[src/rtl/reduce_handshake_tx.sv]
// Transmit side of the ready/valid reduction channel: buffers input pairs in a FIFO
// and presents the head pair with its OR/AND reduction flags, computed at enqueue.
module reduce_handshake_tx #(
  parameter int WIDTH = 5,
  parameter int DEPTH = 4,
  parameter int CNT_W = 16
) (
  input  logic                       CLK,
  input  logic                       RESET,
  input  logic                       in_valid,
  output logic                       in_ready,
  input  logic [WIDTH-1:0]           in1,
  input  logic [WIDTH-1:0]           in2,
  output logic                       handshake_valid,
  input  logic                       handshake_ready,
  output logic [WIDTH-1:0]           out_in1,
  output logic [WIDTH-1:0]           out_in2,
  output logic                       mon_temp1,
  output logic                       mon_temp2,
  output logic                       out,
  output logic [CNT_W-1:0]           xfer_count,
  output logic [$clog2(DEPTH):0]     occupancy
);

  localparam int PTR_W   = $clog2(DEPTH);
  localparam int OCC_W   = PTR_W + 1;
  localparam int ENTRY_W = 2 * WIDTH + 2;

  localparam logic [PTR_W-1:0] PTR_ONE  = PTR_W'(1);
  localparam logic [OCC_W-1:0] OCC_ONE  = OCC_W'(1);
  localparam logic [OCC_W-1:0] OCC_FULL = OCC_W'(DEPTH);
  localparam logic [CNT_W-1:0] CNT_ONE  = CNT_W'(1);

  // Handshake: a transfer happens on a rising CLK edge where valid and ready are both
  // high; valid and payload hold steady until then, and valid never looks at ready.
  logic [ENTRY_W-1:0] r_mem [DEPTH];
  logic [PTR_W-1:0]   r_wr_ptr;
  logic [PTR_W-1:0]   r_rd_ptr;
  logic [OCC_W-1:0]   r_occ;
  logic [CNT_W-1:0]   r_xfer_count;

  logic               w_valid;
  logic               w_push;
  logic               w_pop;
  logic [ENTRY_W-1:0] w_wr_entry;
  logic [ENTRY_W-1:0] w_head;

  assign w_valid    = (r_occ != '0);
  assign w_pop      = w_valid & handshake_ready;
  assign in_ready   = (r_occ != OCC_FULL) | w_pop;
  assign w_push     = in_valid & in_ready;
  // Entry layout: {or_flag, and_flag, word2, word1}; both flags reduce word 1.
  assign w_wr_entry = {|in1, &in1, in2, in1};

  always_ff @(posedge CLK) begin
    if (w_push) begin
      r_mem[r_wr_ptr] <= w_wr_entry;
    end
  end

  always_ff @(posedge CLK) begin
    if (RESET) begin
      r_wr_ptr     <= '0;
      r_rd_ptr     <= '0;
      r_occ        <= '0;
      r_xfer_count <= '0;
    end else begin
      if (w_push) begin
        r_wr_ptr <= r_wr_ptr + PTR_ONE;
      end
      if (w_pop) begin
        r_rd_ptr     <= r_rd_ptr + PTR_ONE;
        r_xfer_count <= r_xfer_count + CNT_ONE;
      end
      case ({w_push, w_pop})
        2'b10:   r_occ <= r_occ + OCC_ONE;
        2'b01:   r_occ <= r_occ - OCC_ONE;
        default: r_occ <= r_occ;
      endcase
    end
  end

  // Masking the head with valid keeps the payload at zero while empty, so the
  // unreset storage array never leaks onto the outputs.
  assign w_head          = w_valid ? r_mem[r_rd_ptr] : '0;
  assign handshake_valid = w_valid;
  assign out_in1         = w_head[WIDTH-1:0];
  assign out_in2         = w_head[2*WIDTH-1:WIDTH];
  assign mon_temp2       = w_head[2*WIDTH];
  assign mon_temp1       = w_head[2*WIDTH+1];
  assign out             = mon_temp1 & mon_temp2;
  assign xfer_count      = r_xfer_count;
  assign occupancy       = r_occ;

endmodule

[config.mk]
export PLATFORM = sky130hd
export DESIGN_NAME = reduce_handshake_tx
export DESIGN_NICKNAME = d
export VERILOG_FILES = /design/src/rtl/reduce_handshake_tx.sv
export SDC_FILE = /design/constraint.sdc
export NUM_CORES = 1
export LEC_CHECK = 0
export ABC_AREA = 1
export CORE_ASPECT_RATIO = 0.8
export CORE_UTILIZATION = 43
export DETAILED_ROUTE_END_ITERATION = 16
export GPL_ROUTABILITY_DRIVEN = 0
export GPL_TIMING_DRIVEN = 0
export PLACE_DENSITY_LB_ADDON = 0.12
export SLEW_MARGIN = 20
export SYNTH_ARGS = -nofsm -noshare
export SYNTH_HDL_FRONTEND = slang
export SYNTH_SLANG_ARGS = --single-unit
[constraint.sdc]
create_clock -name CLK -period 2 [get_ports CLK]
set_clock_uncertainty 0.1 [all_clocks]
set_input_delay 0.4 -clock CLK [delete_from_list [all_inputs] [get_ports CLK]]
set_output_delay 0.4 -clock CLK [all_outputs]
set_load 0.05 [all_outputs]
* Word-level counts from Yosys, hierarchy flattened *
Memories as Yosys holds them, arrays and structs flattened. A register that Yosys moved wholly into a read port is not among the register bits.
Cells that the tools add are included.

storage, ports and cells
  flip-flop bits (word level) = 23
  memory bits (writable) = 48
  input bits = 14
  output and inout bits = 34
  logic and storage cells = 27
  memories = 1

memory list
  memory  words  bits a word  read ports  clocked after Yosys merged registers in  wr ports  RTL line  text
  r_mem   4      12           1           1                                        1         36        logic [ENTRY_W-1:0] r_mem [DEPTH];

cells by class
  add/sub/neg operators = 5
  equality and inequality tests = 3
  multiplexer cells = 6
  bitwise gates (word level) = 4
  reductions and logical operators = 4

operators by type and width
  operator                                              count
  adder 16 x 1 -> 16 bit (second input constant)        1
  two-way mux 12 bit                                    1
  case mux 3 bit (2 select lines)                       1
  AND reduction 5 bit                                   1
  OR reduction 5 bit                                    1
  adder 2 x 1 -> 2 bit (second input constant)          2
  two-way mux 2 bit                                     2
  adder 3 x 1 -> 3 bit (second input constant)          1
  bitwise AND 1 bit                                     3
  != test 3 bit (second input constant)                 1
  nonzero test 3 bit                                    1
  subtractor 3 x 1 -> 3 bit (second input constant)     1
  equality test 2 x 1 -> 1 bit (second input constant)  1
  equality test 2 bit (second input constant)           1
  two-way mux 1 bit                                     2
  nonzero test 2 bit                                    1
  bitwise OR 1 bit                                      1

* Longest topological paths before layout *
Gate-level depths: netlist of run 1.

  depth in word-level cells = 6
  mapped depth = 12
  depth with buffers taken out = 11

* Worst setup path before layout of run 1 *
OpenSTA, ideal clock, no wires.

  path type = register -> output
  start = register r_occ[0] (netlist: occupancy[0])
  end = output port out_in1[1]
  arrival = 2.015 ns
  data required time = 1.500 ns
  path slack = -0.515 ns
  cell stages (with the launch flop) = 6
  path through = dfxtp_1 nor2_2 nand2_4 inv_1 buf_2 a21oi_1

between the ends
  cells in the longest elaborated chain, start to end = 2

RTL lines
  item                      RTL line  text
  start: declaration        39        logic [OCC_W-1:0] r_occ;
  start signal: assignment  76        2'b10: r_occ <= r_occ + OCC_ONE;
  start signal: assignment  77        2'b01: r_occ <= r_occ - OCC_ONE;
  start signal: assignment  78        default: r_occ <= r_occ;
  nonzero test 3 bit        48        assign w_valid = (r_occ != '0);
  net handshake_valid       14        output logic handshake_valid,
  two-way mux 12 bit        85        assign w_head = w_valid ? r_mem[r_rd_ptr] : '0;
  end: declaration          16        output logic [WIDTH-1:0] out_in1,

The timed path passes the listed nets, and every way through them passes these cells.

==> results of run 1 <==
==> power by group through the flow <==
stage | sequential, uW | combinational, uW | clock [uW]
final | 1750 | 1560 | 1250
after global routing | 1760 | 1670 | 1350
after CTS | 1750 | 1520 | 1290
after detailed placement | 1780 | 1310 | 0
after global placement | 1780 | 1300 | 0
after floorplan | 1840 | 845 | 0
==> per-layer routing <==
layer  GRT usage  up-vias  routed length (um)
met5           0        -                   0
met4      0.0441        0                  63
met3      0.0548        7                 441
met2       0.292       57                3120
met1       0.273     1150                3530
li1            -     1279                   -
==> logic make-up (layout without fill, tap and decap cells) <==
kind of cell             Yosys count  count (layout)  synth area share
AND/OR/NAND/NOR                  151             151             0.211
flip-flops                        73              73             0.593
AO/OA/AOI/OAI                     68              68             0.106
buffers and inverters             46             114            0.0619
adder cells (fa/ha/maj)            6               6            0.0252
XOR/XNOR                           1               1           0.00268
==> worst min-delay path, cell delays in order, from the launching register on <==
cell and delay (ps):
dfxtp_1 300, inv_1 50, a21oi_1 60
==> cell type report <==
class | count | area (um2) | area share
plain buffers | 10 | 146 | 0.0327
multi-input cells | 226 | 1330 | 0.297
well taps | 105 | 131 | 0.0293
repair buffers | 52 | 547 | 0.122
inverters | 36 | 153 | 0.0341
clock inverters | 7 | 95.1 | 0.0212
flip-flops and latches | 73 | 1960 | 0.436
clock buffers | 9 | 124 | 0.0276
==> state kept, by name, indices dropped and copies added, names as in the netlist, named ones only <==
signal	flops
occupancy	3
xfer_count	16
r_rd_ptr	2
r_mem	48
r_wr_ptr	2
==> synthesized netlist by cell type, drive strengths merged <==
| cell type | instances |
|---|---|
| a21oi | 26 |
| a31o | 1 |
| buf | 6 |
| clkbuf | 4 |
| dfxtp | 25 |
| edfxtp | 48 |
| fa | 1 |
| ha | 5 |
| inv | 36 |
| nand2 | 56 |
| nand3 | 7 |
| nand4 | 1 |
| nor2 | 80 |
| nor3 | 6 |
| nor3b | 1 |
| o21ai | 39 |
| o21bai | 1 |
| o22ai | 1 |
| xor2 | 1 |
==> how the worst max path moves through the flow <==
stage | to | startpoint
finish | out_in2[2] | flop
global route | out_in1[2] | flop
CTS | out | flop
floorplan | occupancy[2]$_SDFFE_PP0P_ | occupancy[2]$_SDFFE_PP0P_
global placement | r_mem[1][9]$_DFFE_PP_ | handshake_ready
detailed placement | out_in1[2] | flop
==> metrics by stage <==
step | total power (uW) | TNS (ps)
final | 4570 | -129
after global routing | 4780 | -1380
after CTS | 4560 | -235
after detailed placement | 3090 | -33790
after global placement | 3080 | -45180
after floorplan | 2690 | -9.53
==> what timing repair did <==
action / in CTS / in global routing
setup endpoints to repair: 82 / 14
setup buffers: 2 / 0
hold buffers: 0 / 0
pin swaps: 12 / 21
resized for setup: 179 / 32
gates cloned: 3 / 0
==> summary.txt, run 1 <==
Synthesis
  • Ys Warns: 0
  • Sequential area share after synthesis: 0.593
  • Syn_nets: around 370
  • Synth top area cells: edfxtp_1, dfxtp_1, nor2_1
  • Syn Std Cell Area: roughly 3300 um2
  • Synth area leader: edfxtp_1
  • Syn_area_per_cell: 9.49 um2
  • Unique masters post-synth: 31
  • Synth Instances: 345
  • Top cell type's share of synthesized area: 0.440
  • Post-synthesis register bit count: 73

Critical path
  • Buffers & Inverters on Critical Path: 3
  • Crit path capture type: output port
  • Crit path launch type: flop
  • Worst Path Required: about 1500 ps
  • Cells along the critical path: buf_12, buf_8, nor2_1, nor2_1, o21ai_1, a21oi_2, buf_6
  • RR Startpoint: occupancy[0]$_SDFFE_PP0P_
  • CP arrival: between 1500 and 2000 ps
  • CP most frequent cell: nor2_1
  • Register-to-register setup slack: 130 ps
  • Worst path slowest cell: dfxtp_2
  • Setup Crit Path Kind: reg -> out
  • Worst R2R End: occupancy[2]$_SDFFE_PP0P_
  • Largest delay share family, worst path: buffers and inverters
  • R2R cell count: 11
  • CP max stage delay: 340 ps
  • CP Max Fanout: 8
  • CP Depth: 7

Power and ir drop
  • Peak supply drop: 0.514 mV
  • Comb power frac: 0.342
  • Internal Power: between 2000 and 3000 uW
  • Power share of the sequential group: 0.384
  • Leakage: ~0.0017 uW
  • Sw power: 1600 uW
  • Pwr dens: 1020 nW/um2
  • Clk pwr share: 0.274
  • Switching Share: 0.350

Timing
  • Achievable Freq: about 0.49 GHz
  • Max transition margin: 0.666
  • Final setup vio count: 7
  • Period minus WS final: 2050 ps
  • Fin Hold WS: 357 ps
  • RSZ-0062 raised after global routing: true
  • Final Hold Viols: 0
  • PnR worst setup slack: -46.4 ps
  • Pin slew with the least headroom to its limit: about 500 ps
  • Final Max Slew Viols: 0
  • Final Cycle Share: 1.02

Floorplan
  • Die Height: between 80 and 90 um
  • Rows: 28
  • Die ar.: 7970 um2
  • Initial core utilization: 0.443
  • Io pins: 48
  • Core area: around 7400 um2
  • Die Width: 99.6 um

Clock tree
  • Clock Sinks: 73
  • Worst-Skew Late Latency: 340 ps
  • CTS tree: yes
  • CTS Buffer Depth: 2
  • Htree depth: 3
  • Num CTS Buffers: 9
  • CTS Root Cell: clkbuf_8
  • Clock slew at reported path FFs: 70 ps

Finish
  • # diodes: 0
  • Fillers: 630
  • Nets: ~430
  • Design area: between 4000 and 5000 um2
  • Share of layout cells above drive strength 1: 0.262
  • Layout area overhead: 36.9%
  • Cell Count, Final, Fillers Out: between 500 and 600
  • Final Util: 0.606
  • Most frequent cells in the layout: nor2_1, nand2_1, edfxtp_1

Placement
  • Place WS: -749 ps
  • DP Area: 3940 um2
  • Inst Count DP: 497
  • Port-buffer cells: 47
  • Post-DP HPWL: roughly 4600 um

Global route
  • First-pass GRT wire length: 11200 um
  • GRT overflow: 0
  • Overall Global Routing Usage: 0.192
  • Pin count of the biggest net entering global routing: 14
  • Initial antenna violation count: 0
  • Number of global-route vias before repair: ~2200

Routing
  • # DRC: 0
  • Post-Route WL: 7150 um
  • Detail-routed via count per cell: 4.81
  • WL per Instance: roughly 14 um
  • Via count: 2493
  • First DRT Iteration DRCs: 160
  • Pre-Repair DR Iteration Count: 4
  • Antenna Nets Post-Route: 0

Hold path
  • Hold Crit Depth: 2
  • HP Start: r_rd_ptr[1]$_SDFFE_PP0N_
  • Type of the worst min-delay path: reg -> reg

Run status
  • Violated checks: negative setup slack
  • Status: complete, but fails checks

Flow run
  • Maxcap violations: 0
No activity file was read; power rests on OpenSTA's default activity.
==> inputs of run 2 (changes only) <==
--- a/config.mk
+++ b/config.mk
@@ -5,9 +5,9 @@
 export SDC_FILE = /design/constraint.sdc
 export NUM_CORES = 1
 export LEC_CHECK = 0
-export ABC_AREA = 1
 export CORE_ASPECT_RATIO = 0.8
 export CORE_UTILIZATION = 43
+export CTS_CLUSTER_DIAMETER = 100
 export DETAILED_ROUTE_END_ITERATION = 16
 export GPL_ROUTABILITY_DRIVEN = 0
 export GPL_TIMING_DRIVEN = 0
==> run 2 against run 1 <==
  * The flow still finishes with violations (negative setup slack)
  * Hold slack got worse by 32 ps
  * Via count down 20%
  * Die area is 5.2% lower
  * Fmax is 7.8% lower
  * Sequential power hardly changed
  * Synthesized cell count down 33%
  * Area after synthesis decreased by 5.3%
  * Largest cell class unchanged
==> summary.txt, run 2 <==
Clock tree
  • Htree depth: 3 (unchanged)
  • Clock slew at reported path FFs: 80 ps (was 70 ps)
  • Clock Sinks: 73 (unchanged)
  • CTS Root Cell: clkbuf_8 (unchanged)
  • CTS tree: yes (unchanged)
  • Cts-stage hold buffer count: 0 (unchanged)
  • Num CTS Buffers: 9 (unchanged)
  • CTS Buffer Depth: 2 (unchanged)
  • Worst-Skew Late Latency: 340 ps (about the same)

Finish
  • Cell Count, Final, Fillers Out: 390 (was 518)
  • Design area: 4230 um2 (was 4480 um2)
  • Share of layout cells above drive strength 1: 0.307 (was 0.262)
  • Most common cell after layout, fill and taps aside: edfxtp_1
  • Register name with the most flops: r_mem (unchanged)
  • # diodes: 0 (unchanged)
  • Multi-input gate area: 1230 um2 (was 1330 um2)
  • Final Util: 0.611 (was 0.606)
  • Most frequent cells in the layout: edfxtp_1, nor2_1, dfxtp_1 (was nor2_1, nand2_1, edfxtp_1)
  • Nets: 318 (was 428)
  • Fillers: 552 (was 630)
  • Layout area overhead: 36.4% (was 36.9%)
  • Register area: 1960 um2 (about the same)
  • Flip-flop count of the largest register after layout: 48 (unchanged)

Global route
  • Pin count of the biggest net entering global routing: 13 (was 14)
  • GRT overflow: 0 (unchanged)
  • Initial antenna violation count: 0 (unchanged)
  • Overall Global Routing Usage: 0.174 (was 0.192)
  • Number of global-route vias before repair: 1925 (was 2162)
  • First-pass GRT wire length: 9940 um (was 11200 um)

Placement
  • Port-buffer cells: 46 (was 47)
  • Post-DP HPWL: 3910 um (was 4630 um)
  • Inst Count DP: 363 (was 497)
  • DP Area: 3730 um2 (was 3940 um2)
  • Place WS: -956 ps (was -749 ps)

Timing
  • Final setup vio count: 14 (was 7)
  • Final Max Slew Viols: 0 (unchanged)
  • PnR worst setup slack: -221 ps (was -46.4 ps)
  • Final Hold Viols: 0 (unchanged)
  • RSZ-0062 raised after global routing: true (unchanged)
  • Period minus WS final: 2220 ps (was 2050 ps)
  • Pin slew with the least headroom to its limit: 496 ps (was 500 ps)
  • Achievable Freq: 0.450 GHz (was 0.489 GHz)
  • Max transition margin: 0.669 (was 0.666)
  • Final Cycle Share: 1.11 (was 1.02)

Run status
  • Status: complete, but fails checks (unchanged)
  • Violated checks: negative setup slack (unchanged)

Critical path
  • Setup Crit Path Kind: reg -> out (unchanged)
  • CP arrival: 1720 ps (was 1550 ps)
  • Crit path capture type: output port (unchanged)
  • Crit path launch type: flop (unchanged)
  • RR Startpoint: occupancy[0]$_SDFFE_PP0P_ (unchanged)
  • Register-to-register setup slack: 10 ps (was 130 ps)
  • R2R cell count: 9 (was 11)
  • Worst R2R End: occupancy[2]$_SDFFE_PP0P_ (unchanged)
  • Worst Path Required: 1500 ps (about the same)
  • CP Max Fanout: 5 (was 8)

Routing
  • First DRT Iteration DRCs: 79 (was 160)
  • # DRC: 0 (unchanged)
  • Antenna Nets Post-Route: 0 (unchanged)
  • Detail-routed via count per cell: 5.10 (was 4.81)
  • Pre-Repair DR Iteration Count: 5 (was 4)
  • Via count: 1988 (was 2493)
  • WL per Instance: 15.8 um (was 13.8 um)
  • Post-Route WL: 6160 um (was 7150 um)

Power and ir drop
  • Pwr dens: 1150 nW/um2 (was 1020 nW/um2)
  • Switching Share: 0.318 (was 0.350)
  • Power share of the sequential group: 0.366 (was 0.384)
  • Clk pwr share: 0.279 (was 0.274)
  • Comb power frac: 0.355 (was 0.342)
  • Sw power: 1540 uW (was 1600 uW)
  • Peak supply drop: 0.529 mV (was 0.514 mV)
  • Design Power: 4860 uW (was 4570 uW)
  • Internal Power: 3320 uW (was 2970 uW)
  • Leakage: 0.00162 uW (was 0.00169 uW)

Synthesis
  • Ys Warns: 0 (unchanged)
  • Asr flop ratio synth: 0 (unchanged)
  • Number of flops mapped to enable cells by yosys: 48 (unchanged)
  • Post-synthesis register bit count: 73 (unchanged)
  • Syn_area_per_cell: 13.5 um2 (was 9.49 um2)
  • Unique masters post-synth: 39 (was 31)
  • Synth area leader: edfxtp_1 (unchanged)
  • Syn_nets: 250 (was 365)
  • Synth cell count leaders: edfxtp_1, dfxtp_1, nor2_1 (was nor2_1, nand2_1, edfxtp_1)
  • Synth top area cells: edfxtp_1, dfxtp_1, mux4_2 (was edfxtp_1, dfxtp_1, nor2_1)
  • Most frequent cell after synthesis: edfxtp_1 (was nor2_1)
  • Top cell type's share of synthesized area: 0.465 (was 0.440)
  • Syn Std Cell Area: 3100 um2 (was 3270 um2)
  • Synth Instances: 230 (was 345)
  • Top_reg_cell synth: edfxtp_1 (unchanged)
  • Sequential area share after synthesis: 0.626 (was 0.593)

Floorplan
  • Die Height: 78.0 um (was 80.1 um)
  • Die ar.: 7560 um2 (was 7970 um2)
  • Rows: 27 (was 28)
  • Initial core utilization: 0.448 (was 0.443)
  • Core area: 6930 um2 (was 7390 um2)
  • Die Width: 97.0 um (was 99.6 um)
  • Io pins: 48 (unchanged)

Hold path
  • HP Start: RESET (was r_rd_ptr[1]$_SDFFE_PP0N_)
  • Hold Crit Depth: 2 (unchanged)
  • Worst Hold Path EP: xfer_count[15]$_SDFFE_PP0N_
  • Type of the worst min-delay path: in -> reg (was reg -> reg)

Flow run
  • Maxcap violations: 0 (unchanged)
-- run 2: changes by cell type after synthesis, moves of 5 or more --
cell,before,now
a21oi_1,26,10
and3_1,0,7
inv_1,33,7
mux4_2,0,12
nand2_1,51,9
nor2_1,73,24
nor2b_1,0,14
o21ai_0,34,5
o21ai_1,5,0
xor2_1,1,10
-- run 2: logic make-up after synthesis --
logic type,share of synthesized area
simple gates,0.146
flops,0.626
compound gates,0.0411
buf+inv,0.0254
mux,0.0980
xor+xnor,0.0367
fa+ha+maj,0.0266
-- run 2: how the worst max path moves through the flow --
stage,slack (ps),startpoint,end,cells after the start
2_1_floorplan,-150,occupancy[1]$_SDFFE_PP0P_,occupancy[2]$_SDFFE_PP0P_,7
3_3_place_gp,-950,occupancy[0]$_SDFFE_PP0P_,out_in1[2],5
3_5_place_dp,-960,occupancy[0]$_SDFFE_PP0P_,handshake_valid,5
4_1_cts,-230,flop,out,5
5_1_grt,-280,flop,out,5
6_report,-220,flop,out_in1[2],5
-- run 2: repair_timing --
item | 4_1_cts | 5_1_grt
gates cloned | 1 | 1
endpoints found under the setup margin | 85 | 71
pin swaps | 5 | 1
buffers inserted | 12 | 0
resized for setup | 162 | 10
-- run 2: final cells by class --
cell class              instances  share of cell area
multi-input cells             139               0.290
plain buffers                   9              0.0195
clock inverters                 6              0.0251
well taps                      87              0.0257
flip-flops and latches         73               0.463
inverters                       7             0.00621
clock buffers                  10              0.0302
repair buffers                 59               0.140
-- run 2: stage by stage --
step	hold slack (ps)	setup TNS [ps]
6_report	325	-2170
5_1_grt	318	-3210
4_1_cts	318	-2910
3_5_place_dp	382	-43620
3_3_place_gp	371	-43920
2_1_floorplan	385	-519
-- run 2: power by group through the flow --
stage | combinational (uW) | sequential (uW) | clock [uW]
after global routing | 1810 | 1790 | 1440
after detailed placement | 1340 | 1800 | 0
after global placement | 1340 | 1800 | 0
final | 1720 | 1780 | 1360
after CTS | 1740 | 1770 | 1370
after floorplan | 888 | 1860 | 0
-- run 2: worst max-delay path, cell delays in order, from the launching register on --
cell and delay, ps:
dfxtp_4 370, buf_12 110, buf_12 120, mux4_2 500, nor2b_4 140, buf_6 140
-- run 2: routing by layer --
| layer | part of all wire | track usage |
|---|---|---|
| met5 | 0 | 0 |
| met4 | 0.012 | 0.0507 |
| met3 | 0.036 | 0.0622 |
| met2 | 0.45 | 0.250 |
| met1 | 0.51 | 0.249 |
